**src/rtl/log2_fixed_pkg.sv**
```systemverilog
// Shared types and helpers for the iterative base-2 logarithm unit.
package log2_fixed_pkg;

  typedef enum logic [1:0] {
    IDLE = 2'd0,
    CALC = 2'd1,
    DONE = 2'd2
  } state_t;

  // Width of the integer field; never below one bit so W=2 still has a field.
  function automatic int log2_iw(input int w);
    return (w > 1) ? $clog2(w) : 1;
  endfunction

endpackage

```
**src/rtl/log2_fixed_if.sv**
```systemverilog
// Operand/result bus of log2_fixed: valid/ready on both the input and output side.
interface log2_fixed_if #(
  parameter int W         = 8,
  parameter int FRAC_BITS = 4
);
  localparam int IW = log2_fixed_pkg::log2_iw(W);

  // A transfer happens on a rising edge where valid & ready are both high;
  // the sender holds valid and its data unchanged until that edge.
  logic                    in_valid;
  logic                    in_ready;
  logic [W-1:0]            in_data;
  logic                    out_valid;
  logic                    out_ready;
  logic [IW+FRAC_BITS-1:0] out_result;
  logic                    out_zero;

  modport master (
    output in_valid, in_data, out_ready,
    input  in_ready, out_valid, out_result, out_zero
  );

  modport slave (
    input  in_valid, in_data, out_ready,
    output in_ready, out_valid, out_result, out_zero
  );
endinterface

```
**src/rtl/log2_fixed_msb_index.sv**
```systemverilog
// Combinational priority encoder: index of the highest set bit plus an all-zero flag.
module log2_fixed_msb_index #(
  parameter int W  = 8,
  parameter int IW = 3
) (
  input  logic [W-1:0]  x_i,
  output logic [IW-1:0] idx_o,
  output logic          zero_o
);

  // Ascending scan so the highest set bit is the last one to win.
  always_comb begin
    idx_o = '0;
    for (int i = 0; i < W; i++) begin
      if (x_i[i]) idx_o = IW'(i);
    end
  end

  assign zero_o = ~|x_i;

endmodule

```
**src/rtl/log2_fixed.sv**
```systemverilog
// Sequential log2 of an unsigned integer: integer part from the MSB index,
// fraction one bit per cycle by repeated squaring of the normalised mantissa.
module log2_fixed
  import log2_fixed_pkg::*;
#(
  parameter int W         = 8,
  parameter int FRAC_BITS = 4
) (
  input  logic      clk,
  input  logic      rst_n,
  log2_fixed_if.slave bus,
  output state_t    dbg_state_o
);

  localparam int IW = log2_iw(W);
  localparam int RW = IW + FRAC_BITS;
  localparam int CW = (FRAC_BITS > 1) ? $clog2(FRAC_BITS) : 1;

  state_t          state_q;
  logic            in_ready_q;
  logic            out_valid_q;
  logic            zero_q;
  logic [RW-1:0]   res_q;
  logic [CW-1:0]   cnt_q;
  logic [W-1:0]    m_q;

  logic [IW-1:0]   msb_idx;
  logic            msb_zero;
  logic [W:0]      sq_hi;
  logic [W-1:0]    m_d;
  logic            frac_bit_d;

  log2_fixed_msb_index #(.W(W), .IW(IW)) u_msb_index (
    .x_i    (bus.in_data),
    .idx_o  (msb_idx),
    .zero_o (msb_zero)
  );

  // Keep only bits [2W-1:W-1] of m*m; lower bits are truncated away.
  assign sq_hi      = (W+1)'(({{W{1'b0}}, m_q} * {{W{1'b0}}, m_q}) >> (W - 1));
  assign frac_bit_d = sq_hi[W];
  assign m_d        = frac_bit_d ? sq_hi[W:1] : sq_hi[W-1:0];

  // res_q starts as the integer part in the low bits; each fraction bit shifts
  // it left, so after FRAC_BITS steps it sits in the top IW bits.
  always_ff @(posedge clk or negedge rst_n) begin
    if (!rst_n) begin
      state_q     <= IDLE;
      in_ready_q  <= 1'b1;
      out_valid_q <= 1'b0;
      zero_q      <= 1'b0;
      res_q       <= '0;
      cnt_q       <= '0;
      m_q         <= '0;
    end else begin
      case (state_q)
        IDLE: begin
          if (bus.in_valid) begin
            in_ready_q <= 1'b0;
            zero_q     <= msb_zero;
            if (msb_zero) begin
              res_q       <= '0;
              out_valid_q <= 1'b1;
              state_q     <= DONE;
            end else begin
              res_q <= RW'(msb_idx);
              m_q   <= bus.in_data << (IW'(W - 1) - msb_idx);
              if (FRAC_BITS == 0) begin
                out_valid_q <= 1'b1;
                state_q     <= DONE;
              end else begin
                cnt_q   <= CW'(FRAC_BITS - 1);
                state_q <= CALC;
              end
            end
          end
        end
        CALC: begin
          m_q   <= m_d;
          res_q <= (res_q << 1) | RW'(frac_bit_d);
          if (cnt_q == '0) begin
            out_valid_q <= 1'b1;
            state_q     <= DONE;
          end else begin
            cnt_q <= cnt_q - CW'(1);
          end
        end
        DONE: begin
          if (bus.out_ready) begin
            out_valid_q <= 1'b0;
            in_ready_q  <= 1'b1;
            state_q     <= IDLE;
          end
        end
        default: begin
          state_q     <= IDLE;
          in_ready_q  <= 1'b1;
          out_valid_q <= 1'b0;
        end
      endcase
    end
  end

  assign bus.in_ready   = in_ready_q;
  assign bus.out_valid  = out_valid_q;
  assign bus.out_result = res_q;
  assign bus.out_zero   = zero_q;
  assign dbg_state_o    = state_q;

endmodule

```
**src/flat_wrapper.sv**
```systemverilog
// flat-port wrapper written by rule: the top's interface ports become plain ports
module log2_fixed_flat import log2_fixed_pkg::*;
#(
  parameter int W         = 8,
  parameter int FRAC_BITS = 4
)
  (clk, rst_n, dbg_state_o, bus_in_valid, bus_in_data, bus_out_ready, bus_in_ready, bus_out_valid, bus_out_result, bus_out_zero);
  log2_fixed_if #(.W(W), .FRAC_BITS(FRAC_BITS)) bus_i ();
  input  logic clk;
  input  logic rst_n;
  output state_t dbg_state_o;
  input wire logic [$bits(bus_i.in_valid)-1:0] bus_in_valid;
  input wire logic [$bits(bus_i.in_data)-1:0] bus_in_data;
  input wire logic [$bits(bus_i.out_ready)-1:0] bus_out_ready;
  output wire logic [$bits(bus_i.in_ready)-1:0] bus_in_ready;
  output wire logic [$bits(bus_i.out_valid)-1:0] bus_out_valid;
  output wire logic [$bits(bus_i.out_result)-1:0] bus_out_result;
  output wire logic [$bits(bus_i.out_zero)-1:0] bus_out_zero;
  assign bus_i.in_valid = bus_in_valid;
  assign bus_i.in_data = bus_in_data;
  assign bus_i.out_ready = bus_out_ready;
  assign bus_in_ready = bus_i.in_ready;
  assign bus_out_valid = bus_i.out_valid;
  assign bus_out_result = bus_i.out_result;
  assign bus_out_zero = bus_i.out_zero;
  log2_fixed #(.W(W), .FRAC_BITS(FRAC_BITS)) u_core (.clk(clk), .rst_n(rst_n), .bus(bus_i), .dbg_state_o(dbg_state_o));
endmodule
```
**config.mk**
```make
export PLATFORM = sky130hd
export DESIGN_NAME = log2_fixed_flat
export DESIGN_NICKNAME = d
export VERILOG_FILES = /design/src/rtl/log2_fixed_pkg.sv /design/src/rtl/log2_fixed_if.sv /design/src/rtl/log2_fixed_msb_index.sv /design/src/rtl/log2_fixed.sv /design/src/flat_wrapper.sv
export SDC_FILE = /design/constraint.sdc
export NUM_CORES = 1
export LEC_CHECK = 0
export BUFFER_PORTS_ARGS = -buffer_cell sky130_fd_sc_hd__buf_2
export CAP_MARGIN = 10
export CORE_MARGIN = 2
export CORE_UTILIZATION = 45
export DETAILED_ROUTE_END_ITERATION = 16
export GPL_TIMING_DRIVEN = 0
export HOLD_SLACK_MARGIN = 0.15
export PLACE_DENSITY = 0.7
export SLEW_MARGIN = 20
export SYNTH_ARGS = -nofsm -noshare
export SYNTH_HDL_FRONTEND = slang
export SYNTH_SLANG_ARGS = --single-unit
```
**constraint.sdc**
```tcl
create_clock -name clk -period 6.2 [get_ports clk]
set_input_delay 0.62 -clock clk [delete_from_list [all_inputs] [get_ports clk]]
set_output_delay 0.62 -clock clk [all_outputs]
set_load 0.02 [all_outputs]
```
Yosys cells after proc, flatten, opt, wreduce, memory -nomap -nowiden
Cells that the tools add are included.
{"block": "word_totals", "reg_bits": 22, "in_bits": 12, "out_inout_bits": 12}
{"block": "op_classes", "add_sub_neg": 2, "multipliers": 1, "n_eq_ne": 8, "shift": 1, "muxes": 31, "n_bitwise": 2, "reduce_logical": 12}
{"operator": "$mux 8", "n": 3}
{"operator": "$mux 3", "n": 7}
{"operator": "$mul 8x8->16", "n": 1}
{"operator": "$pmux 8 s2", "n": 1}
{"operator": "$mux 2", "n": 7}
{"operator": "$pmux 7 s2", "n": 1}
{"operator": "$ne 2x2->1 const B", "n": 5}
{"operator": "$reduce_and 3->1", "n": 3}
{"operator": "$reduce_and 4->1", "n": 2}
{"operator": "$reduce_or 8->1", "n": 1}
{"operator": "$shl 8x3->8", "n": 1}
{"operator": "$mux 1", "n": 7}
{"operator": "$mux 7", "n": 1}
{"operator": "$or 7x1->7", "n": 1}
{"operator": "$pmux 1 s3", "n": 2}
{"operator": "$pmux 2 s3", "n": 1}
{"operator": "$logic_not 2->1", "n": 2}
{"operator": "$pmux 2 s2", "n": 1}
{"operator": "$reduce_and 2->1", "n": 2}
{"operator": "$sub 3x3->3 const A", "n": 1}
{"operator": "$eq 2x1->1 const B", "n": 1}
{"operator": "$eq 2x2->1 const B", "n": 1}
{"operator": "$ne 2x1->1 const B", "n": 1}
{"operator": "$reduce_bool 2->1", "n": 1}
{"operator": "other kinds (3)", "n": 3}

Depth between registers and ports, before layout
Gate-level depths: netlist of the first run.
{"block": "logic_depth", "ltp_word": 12, "depth_mapped": 19}

By module
A second synthesis of the first run with hierarchy kept.
{"block": "hier_totals", "hier_cells": 364, "hier_area_um2": 3056.7}
{"module": "log2_fixed", "n_inst": 1, "cells_per_inst": 353, "area_per_inst_um2": 2989.1, "seq_area_each_um2": 551.8}
{"module": "log2_fixed_msb_index", "n_inst": 1, "cells_per_inst": 11, "area_per_inst_um2": 67.6, "seq_area_each_um2": 0.0}

Least setup slack after synthesis of the first run
No wires, ideal clock.
{"block": "synth_timing", "path_kind": "reg2reg", "startpoint": "register u_core.m_q[1]", "endpoint": "register u_core.m_q[6]", "setup_ns": 0.116, "arrival_time_ns": 4.635, "t_required_ns": 6.084, "slack_ns": 1.450, "path_stages_with_launch": 18, "period_less_slack_ns": 4.750, "cell_sequence": "dfrtp_1 > clkbuf_1 > and2_1 > fa_1 > fa_1 > inv_1 > fa_1 > fa_1 > inv_1 > ha_1 > a21o_1 > o21bai_1 > o211ai_1 > mux2_2 > nor2_2 > buf_4 > nand3_1 > o311ai_0"}
{"block": "synth_between", "elab_chain_cells": 3}
{"element": "from (decl)", "line": "log2_fixed.sv:25", "text": "logic [W-1:0] m_q;"}
{"element": "from (signal assigned)", "line": "log2_fixed.sv:67", "text": "m_q <= bus.in_data << (IW'(W - 1) - msb_idx);"}
{"element": "from (signal assigned)", "line": "log2_fixed.sv:79", "text": "m_q <= m_d;"}
{"element": "$mul 8x8->16", "line": "log2_fixed.sv:40", "text": "assign sq_hi = (W+1)'(({{W{1'b0}}, m_q} * {{W{1'b0}}, m_q}) >> (W - 1));"}
{"element": "$mux 8", "line": "log2_fixed.sv:42", "text": "assign m_d = frac_bit_d ? sq_hi[W:1] : sq_hi[W-1:0];"}
{"element": "$pmux 8 s2", "line": "log2_fixed.sv:56", "text": "case (state_q)"}
Every way passes these cells.
A chain may end at the register's enable or synchronous reset.

Worst setup path in the final report of the first run
{"block": "layout_timing", "startpoint": "register u_core.m_q[5]", "endpoint": "register u_core.m_q[6]"}
Same word-level chain as after synthesis.

==> out/qor.yml, run 1 <==
critPathMaxStageDelay_ps: 550
yosysSeqAreaShare: 0.191
drt_iter0_markers: 166
cts_sinks: 22
synth.largest_area_cell: "dfrtp_1"
max_freq_mhz: 187
drcViolationCount: 0
finalClockSkew_ps: 3.98
die_y_um: 84.0
cts.hold.buffers_added: 0
insertion_delay_ps: 270
worst_pin_slew_ps: 549
grt_max_degree: 23
synth-edff-count: 0
synthFlopType: "dfrtp_1"
cts_buffers: 3
antenna_cells: 0
grt_pass1_vias: 2233
hpwl_um: 4590
syn-num-nets: 397
yosys_warnings: 0
synth_top_cell_area_share: 0.182
final.setup.tns_ps: 0
min-delay-path-class: "in2async"
worstPathArrival_ps: 5500
start_util: 0.459
clockBufferDepth: 2
period_needed_ps: 5350
antenna_found_initial: 0
max_slew_margin: 0.634
coreArea_mm2: 0.00628
postRouteAntennaNets: 0
grtUsageTotal: 0.173
cp.required_ps: 6350
drt-total-wl_um: 5820
drv_cap: 0
ctsHtreeMaxLevel: 1
fin_crit_sh: 0.863
synth_cells: 333
path_cells: "clkbuf_1, and2_1, fa_1, fa_1, inv_1, fa_1, fa_1, inv_1, ha_1, a21o_1, o21bai_1, o211ai_1, mux2_2, nor2_2, buf_4, nand3_1, o311ai_0"
setup_viol: 0
crit_fanout: 10
cts_resized: 0
critical_path_class: "reg2reg"
critical_path_buf_inv_count: 4
grt_pass1_wl_um: 10300
hold_viol: 0
netlist_area_mm2: 0.00288
first_pass_iters: 4
rsz0062_at_grt: "no"
place.gp.congestion: 0.857
grt-ovfl-total: 0
io_buffer_count: 22
tritoncts: "built"
synthDistinctLibCells: 53
cp-end-kind: "flop"
cts.clk_slew.worst_paths_ps: 90
synthTopCellsByCount: "inv_1, nand2_1, ha_1"
die-area_mm2: 0.00706
drive_above_1_share: 0.114
finalNetCount: 424
crit_path_frequent_cell: "fa_1"
status: "finished, final reports clean"
area_growth_pct: 9.64
critPathLaunchType: "flop"
syn_area_per_cell_um2: 8.65
slowest_stage: "fa_1"
vias_per_cell: 5.40
post_cts_buffers: 0
root_buffer: "clkbuf_8"
yosysMostFrequentCell: "inv_1"
path_depth: 17
num_rows: 29
ys_top_cells_by_area: "dfrtp_1, fa_1, ha_1, inv_1, and2_1"
r2r_cells: 17
slew_violations: 0
wl_per_cell_um: 13.3
crit_family: "adder cells"
num_vias: 2353
ys_ff_latch: 22
ys_async_sr_fraction: 1.00
chipWidth_um: 84.0
io_pins: 24
## final cells by class
type	count	area [um2]
Fill cell	625	3120
Multi-Input combinational cell	247	2070
Sequential cell	22	552
Inverter	51	191
Timing Repair Buffer	22	110
Tap cell	77	96.3
Buffer	13	67.6
Clock buffer	3	41.3
Clock inverter	1	30.0
## worst paths after layout
path	start	slack [ps]	endpoint
min in group clk	u_core.cnt_q[0]	470	u_core.cnt_q[0]
max reg2reg	u_core.m_q[5]	850	u_core.m_q[6]
min reg2reg	u_core.cnt_q[0]	470	u_core.cnt_q[0]
max in group asynchronous	rst_n	5530	u_core.bus.in_ready
min	rst_n	310	u_core.dbg_state_o[0]
max	u_core.m_q[5]	850	u_core.m_q[6]
## sequential cells by signal, indices dropped and copies added (netlist names)
name / cells
u_core.bus.out_zero: 1
u_core.cnt_q: 2
u_core.bus.out_result: 7
u_core.dbg_state_o: 2
u_core.m_q: 8
u_core.bus.out_valid: 1
u_core.bus.in_ready: 1
## stage by stage
| stage | setup WS [ps] | hold WS, ps | instances | cell area, um2 | utilization |
|---|---|---|---|---|---|
| final | 847 | 312 | 436 | 3160 | 0.503 |
| after global routing | 583 | 349 | 436 | 3160 | 0.503 |
| after CTS | 891 | 328 | 436 | 3160 | 0.503 |
| after detailed placement | 923 | 460 | 432 | 3090 | 0.492 |
| after global placement | 970 | 452 | 432 | 3090 | 0.492 |
| after floorplan | 1450 | 324 | 333 | 2880 | - |
## worst register-to-register path: cells and delay by family, from the launching register on
kind,cells,cell delay [ps]
fa+ha+maj,5,2370
simple gates,3,570
mux,1,390
compound gates,4,830
flops,1,340
buf+inv,4,730
## placed cells by master, fill, tap and decap left out, types with 11 or more instances in the layout
master   instances
o21ai_0         13
buf_2           22
xnor2_1         11
ha_1            28
nor2_1          21
a21oi_1         14
and2_1          19
fa_1            24
inv_1           51
dfrtp_1         21
nand2_1         29
## cells by family (layout without fill, tap and decap cells)
logic type      after synthesis  in the layout  synth area share
simple gates                104            104             0.186
mux                          10             10            0.0360
xor+xnor                     15             15            0.0456
buf+inv                      64             90            0.0899
compound gates               66             66             0.162
fa+ha+maj                    52             52             0.288
flops                        22             22             0.191
## metal layers
metal	vias up	global-route usage	part of all wire
li1	1173	-	-
met1	1137	0.251	0.50
met2	37	0.278	0.46
met3	6	0.0227	0.027
met4	0	0.0293	0.0065
met5	-	0	0
Power of run 1 is left out: the tool's default activity adds up to more than one toggle a clock period on the data nets, which glitch-free logic cannot reach.
==> run 2, diff against run 1 <==
--- a/config.mk
+++ b/config.mk
@@ -7,12 +7,14 @@
 export LEC_CHECK = 0
 export BUFFER_PORTS_ARGS = -buffer_cell sky130_fd_sc_hd__buf_2
 export CAP_MARGIN = 10
+export CELL_PAD_IN_SITES_DETAIL_PLACEMENT = 0
+export CELL_PAD_IN_SITES_GLOBAL_PLACEMENT = 1
 export CORE_MARGIN = 2
 export CORE_UTILIZATION = 45
 export DETAILED_ROUTE_END_ITERATION = 16
 export GPL_TIMING_DRIVEN = 0
 export HOLD_SLACK_MARGIN = 0.15
-export PLACE_DENSITY = 0.7
+export PLACE_DENSITY = 0.86
 export SLEW_MARGIN = 20
 export SYNTH_ARGS = -nofsm -noshare
 export SYNTH_HDL_FRONTEND = slang
==> run 2 against run 1 <==
Against the previous run: register-to-register slack improved by 30 ps; setup slack improved by 32 ps; non-clock buffer count did not move; largest cell class unchanged.
==> out/qor.yml, run 2 (synthesis results as in run 1) <==
status: "finished, final reports clean"
min-delay-path-class: "in2async"
critical_path_buf_inv_count: 4  # unchanged
cp.required_ps: 6350  # about the same
vias_per_cell: 5.37  # -0.47%
grt_pass1_wl_um: 10600  # +2.6%
cts_resized: 0  # unchanged
crit_fanout: 10  # unchanged
post_cts_buffers: 0  # unchanged
critPathLaunchType: "flop"
slew_violations: 0  # unchanged
grt_pass1_vias: 2317  # +3.8%
clockBufferDepth: 2  # unchanged
largest-register: "u_core.m_q"
slowest_stage: "fa_1"
final_common_cell: "inv_1"
num_rows: 29  # unchanged
critPathMaxStageDelay_ps: 550  # about the same
grtUsageTotal: 0.178  # +0.00554
largest_reg_flops: 8  # unchanged
final.setup.tns_ps: 0  # unchanged
first_pass_iters: 4  # unchanged
max_slew_margin: 0.640  # +0.00592
postRouteAntennaNets: 0  # unchanged
num_vias: 2342  # -0.47%
layout_common_cells: "inv_1, nand2_1, ha_1"
tritoncts: "built"
io_buffer_count: 22  # unchanged
crit_path_frequent_cell: "fa_1"
insertion_delay_ps: 260  # about the same
rsz0062_at_grt: "no"
place.gp.congestion: 0.865  # +0.96%
cts_sinks: 22  # unchanged
r2r_setup_slack_ps: 880  # +30 ps
max_freq_mhz: 188  # +0.60%
worstPathArrival_ps: 5470  # -30 ps
crit_family: "adder cells"
worst_pin_slew_ps: 540  # -8.88 ps
path_cells: "clkbuf_1, and2_1, fa_1, fa_1, inv_1, fa_1, fa_1, inv_1, ha_1, a21o_1, o21bai_1, o211ai_1, mux2_2, nor2_2, buf_4, nand3_1, o311ai_0"
coreArea_mm2: 0.00628  # unchanged
die_y_um: 84.0  # unchanged
fill_cells: 624  # -0.16%
drive_above_1_share: 0.114  # unchanged
root_buffer: "clkbuf_8"
fin_crit_sh: 0.858  # -0.00518
finalNetCount: 424  # unchanged
hpwl_um: 4650  # +1.4%
antenna_found_initial: 0  # unchanged
io_pins: 24  # unchanged
hold_viol: 0  # unchanged
setup_viol: 0  # unchanged
r2r_cells: 17  # unchanged
cp-end-kind: "flop"
start_util: 0.459  # unchanged
period_needed_ps: 5320  # -32.1 ps
wl_per_cell_um: 13.4  # +0.19%
ctsHtreeMaxLevel: 1  # unchanged
drcViolationCount: 0  # unchanged
r2r-end: "u_core.m_q[6]"
die-area_mm2: 0.00706  # unchanged
area_growth_pct: 9.64  # unchanged
drt_iter0_markers: 168  # +1.2%
grt_max_degree: 23  # unchanged
drv_cap: 0  # unchanged
cts.hold.buffers_added: 0  # unchanged
cts.clk_slew.worst_paths_ps: 80  # about the same
cts_buffers: 3  # unchanged
finalClockSkew_ps: 3.80  # -0.185 ps
grt-ovfl-total: 0  # unchanged
chipWidth_um: 84.0  # unchanged
drt-total-wl_um: 5830  # +0.19%
worstReg2RegStart: "u_core.m_q[5]"
critical_path_class: "reg2reg"
antenna_cells: 0  # unchanged
## run 2: cell counts in the layout (fill, tap and decap cells not counted)
No cell type changed its count.
## run 2: through the flow
step / worst slack [ps] / util / hold slack, ps / area (um2) / instances
3_5_place_dp: 906 / 0.492 / 462 / 3090 / 432
5_1_grt: 564 / 0.503 / 349 / 3160 / 436
4_1_cts: 888 / 0.503 / 342 / 3160 / 436
6_report: 879 / 0.503 / 315 / 3160 / 436
2_1_floorplan: 1450 / - / 324 / 2880 / 333
3_3_place_gp: 943 / 0.492 / 462 / 3090 / 432
## run 2: how the worst max path moves through the flow
stage,start,end,slack (ps),cells after the start
global placement,u_core.m_q[5],u_core.m_q[6],940,17
finish,u_core.m_q[5],u_core.m_q[6],880,17
CTS,u_core.m_q[5],u_core.m_q[6],890,17
floorplan,u_core.m_q[1],u_core.m_q[6],1450,17
global route,u_core.m_q[6],u_core.m_q[6],560,17
detailed placement,u_core.m_q[5],u_core.m_q[6],910,17
## run 2: cell type report
| cell class | instances | area [um2] | share of cell area |
|---|---|---|---|
| multi-input combinational | 247 | 2070 | 0.655 |
| sequential | 22 | 552 | 0.175 |
| inverter | 51 | 191 | 0.0606 |
| timing repair buffer | 22 | 110 | 0.0349 |
| tap | 77 | 96.3 | 0.0305 |
| buffer | 13 | 67.6 | 0.0214 |
| clock buffer | 3 | 41.3 | 0.0131 |
| clock inverter | 1 | 30.0 | 0.00950 |
## run 2: worst reg2reg max path, cell delays in order (launching register included)
cell and delay (ps):
dfrtp_1 320, clkbuf_1 420, and2_1 260, fa_1 460, fa_1 550, inv_1 60
fa_1 510, fa_1 550, inv_1 40, ha_1 340, a21o_1 210, o21bai_1 190
o211ai_1 270, mux2_2 380, nor2_2 210, buf_4 210, nand3_1 90, o311ai_0 140
## run 2: routing by layer
metal / vias to the layer above / global-route usage / wire (um)
li1: 1177 / - / -
met1: 1137 / 0.258 / 2990
met2: 26 / 0.294 / 2730
met3: 2 / 0.0218 / 96
met4: 0 / 0.0220 / 16
met5: - / 0 / 0
Power of run 2 is left out for the same reason.
==> run 3, diff against run 2 <==
--- a/config.mk
+++ b/config.mk
@@ -5,6 +5,7 @@
 export SDC_FILE = /design/constraint.sdc
 export NUM_CORES = 1
 export LEC_CHECK = 0
+export ABC_AREA = 1
 export BUFFER_PORTS_ARGS = -buffer_cell sky130_fd_sc_hd__buf_2
 export CAP_MARGIN = 10
 export CELL_PAD_IN_SITES_DETAIL_PLACEMENT = 0
@@ -14,7 +15,7 @@
 export DETAILED_ROUTE_END_ITERATION = 16
 export GPL_TIMING_DRIVEN = 0
 export HOLD_SLACK_MARGIN = 0.15
-export PLACE_DENSITY = 0.86
+export PLACE_DENSITY = 0.89
 export SLEW_MARGIN = 20
 export SYNTH_ARGS = -nofsm -noshare
 export SYNTH_HDL_FRONTEND = slang
==> constraint.sdc (replaced) <==
create_clock -name clk -period 6.5 [get_ports clk]
set_input_delay 0.65 -clock clk [delete_from_list [all_inputs] [get_ports clk]]
set_output_delay 0.65 -clock clk [all_outputs]
set_load 0.02 [all_outputs]
==> run 3 against run 2 <==
Against the previous run: first-iteration DRC count down 26%; final cell count increased by 42%; critical path depth grew 4; via count grew 26%; setup slack improved by 830 ps; synthesized area rose by 15%; sequential cell count stayed put; wire length up 19%; highest routed layer unchanged.
==> out/qor.yml, run 3 <==
min-delay-path-class: "in2async"
setup_viol: 0  # unchanged
grtUsageTotal: 0.187  # +0.00911
postRouteAntennaNets: 0  # unchanged
cp-end-kind: "flop"
grt_pass1_vias: 2791  # +20%
cts_resized: 0  # unchanged
drv_cap: 0  # unchanged
r2r_setup_slack_ps: 1700  # +830 ps
chipWidth_um: 89.9  # +7.0%
status: "finished, final reports clean"
synthTopCellsByCount: "nand2_1, inv_1, nand3_1"
crit_family: "adder cells"
ys_ff_latch: 22  # unchanged
critical_path_class: "reg2reg"
seqCellArea_um2: 552  # unchanged
r2r_cells: 21  # +4
synthFlopType: "dfrtp_1"
hold_viol: 0  # unchanged
synth_top_cell_area_share: 0.158  # -0.0241
synth-edff-count: 0  # unchanged
slew_violations: 0  # unchanged
final_common_cell: "nand2_1"
largest-register: "u_core.m_q"
root_buffer: "clkbuf_8"
num_rows: 31  # +6.9%
hpwl_um: 5930  # +27%
rsz0062_at_grt: "no"
wl_per_cell_um: 11.2  # -16%
ys_async_sr_fraction: 1.00  # unchanged
synth_cells: 494  # +48%
clockBufferDepth: 2  # unchanged
io_pins: 24  # unchanged
post_cts_buffers: 0  # unchanged
drcViolationCount: 0  # unchanged
die_y_um: 89.9  # +7.0%
worstReg2RegStart: "u_core.m_q[5]"
slowest_stage: "fa_1"
largest_reg_flops: 8  # unchanged
ys_top_cells_by_area: "dfrtp_1, nand2_1, fa_1, inv_1, ha_1"
yosysMostFrequentCell: "nand2_1"
worstPathArrival_ps: 4970  # -500 ps
fin_crit_sh: 0.738  # -0.120
layout_common_cells: "nand2_1, inv_1, nand3_1"
start_util: 0.460  # +0.00107
grt_max_degree: 23  # unchanged
critPathMaxStageDelay_ps: 580  # +30 ps
antenna_cells: 0  # unchanged
final.setup.tns_ps: 0  # unchanged
cp.required_ps: 6670  # +320 ps
io_buffer_count: 23  # +4.5%
crit_path_frequent_cell: "nand2_1"
coreArea_mm2: 0.00721  # +15%
crit_fanout: 10  # unchanged
syn_area_per_cell_um2: 6.72  # -22%
synth.largest_area_cell: "dfrtp_1"
drt-total-wl_um: 6930  # +19%
grt-ovfl-total: 0  # unchanged
r2r-end: "u_core.m_q[4]"
period_needed_ps: 4800  # -525 ps
finalNetCount: 586  # +38%
vias_per_cell: 4.75  # -12%
max_slew_margin: 0.675  # +0.0352
drt_iter0_markers: 124  # -26%
insertion_delay_ps: 260  # about the same
drive_above_1_share: 0.123  # +0.00863
path_cells: "clkbuf_1, nand2_1, inv_1, fa_1, fa_1, inv_1, fa_1, fa_1, inv_1, ha_1, nand2_1, nand2_1, nand2_1, nand2_1, a21oi_4, nand2_4, nand2_1, nand2_1, nand2_1, nand3_1, a21oi_1"
grt_pass1_wl_um: 12800  # +22%
cts.hold.buffers_added: 0  # unchanged
ctsHtreeMaxLevel: 1  # unchanged
cts_sinks: 22  # unchanged
cts_buffers: 3  # unchanged
yosys_warnings: 0  # unchanged
critical_path_buf_inv_count: 4  # unchanged
multiInputGateArea_mm2: 0.00223  # +7.6%
worst_pin_slew_ps: 487  # -52.7 ps
cts.clk_slew.worst_paths_ps: 80  # about the same
critPathLaunchType: "flop"
yosysSeqAreaShare: 0.166  # -0.0253
netlist_area_mm2: 0.00332  # +15%
tritoncts: "built"
finalClockSkew_ps: 1.62  # -2.18 ps
syn-num-nets: 558  # +41%
first_pass_iters: 5  # +1
area_growth_pct: 8.86
synthDistinctLibCells: 36  # -32%
max_freq_mhz: 209  # +11%
num_vias: 2947  # +26%
die-area_mm2: 0.00808  # +14%
antenna_found_initial: 0  # unchanged
fill_cells: 747  # +20%
place.gp.congestion: 0.834  # -3.6%
run 3: cell families after synthesis:
| family | share of synthesized area |
|---|---|
| xor+xnor | 0.0132 |
| compound gates | 0.0724 |
| flops | 0.166 |
| fa+ha+maj | 0.250 |
| simple gates | 0.335 |
| buf+inv | 0.163 |
run 3: area by class of cell:
class | count | area share
Multi-Input combinational cell | 335 | 0.616
Buffer | 12 | 0.0197
Inverter | 125 | 0.130
Clock buffer | 4 | 0.0152
Timing Repair Buffer | 23 | 0.0319
Sequential cell | 22 | 0.153
Tap cell | 99 | 0.0343
run 3: worst max-delay path by stage:
stage	from	cells past startpoint	to	slack, ps
floorplan	u_core.m_q[5]	21	u_core.m_q[3]	2290
global placement	u_core.m_q[5]	21	u_core.m_q[4]	1730
detailed placement	u_core.m_q[5]	21	u_core.m_q[4]	1710
CTS	u_core.m_q[5]	21	u_core.m_q[4]	1680
global route	u_core.m_q[5]	21	u_core.m_q[4]	1340
finish	u_core.m_q[5]	21	u_core.m_q[4]	1700
run 3: worst register-to-register path, stage by stage, from the launching register on:
cell	delay [ps]
dfrtp_1	410
clkbuf_1	350
nand2_1	90
inv_1	120
fa_1	450
fa_1	550
inv_1	60
fa_1	510
fa_1	580
inv_1	50
ha_1	360
nand2_1	90
nand2_1	90
nand2_1	70
nand2_1	90
a21oi_4	220
nand2_4	80
nand2_1	80
nand2_1	110
nand2_1	90
nand3_1	90
a21oi_1	190
run 3: routing by layer:
| metal | track usage | routed length (um) | share of wire | up-vias |
|---|---|---|---|---|
| li1 | - | - | - | 1545 |
| met3 | 0.0176 | 188 | 0.027 | 4 |
| met1 | 0.289 | 3600 | 0.52 | 1352 |
| met5 | 0 | 0 | 0 | - |
| met2 | 0.294 | 3100 | 0.45 | 46 |
| met4 | 0.0231 | 39 | 0.0056 | 0 |
run 3: metrics by stage:
| step | hold slack (ps) | cells | worst slack [ps] | area [um2] | utilization |
|---|---|---|---|---|---|
| global route | 368 | 620 | 1340 | 3610 | 0.501 |
| detailed placement | 481 | 616 | 1710 | 3560 | 0.493 |
| global placement | 473 | 616 | 1730 | 3560 | 0.493 |
| floorplan | 354 | 494 | 2290 | 3320 | - |
| finish | 341 | 620 | 1700 | 3610 | 0.501 |
| CTS | 353 | 620 | 1680 | 3610 | 0.501 |
Power of run 3 is left out for the same reason.
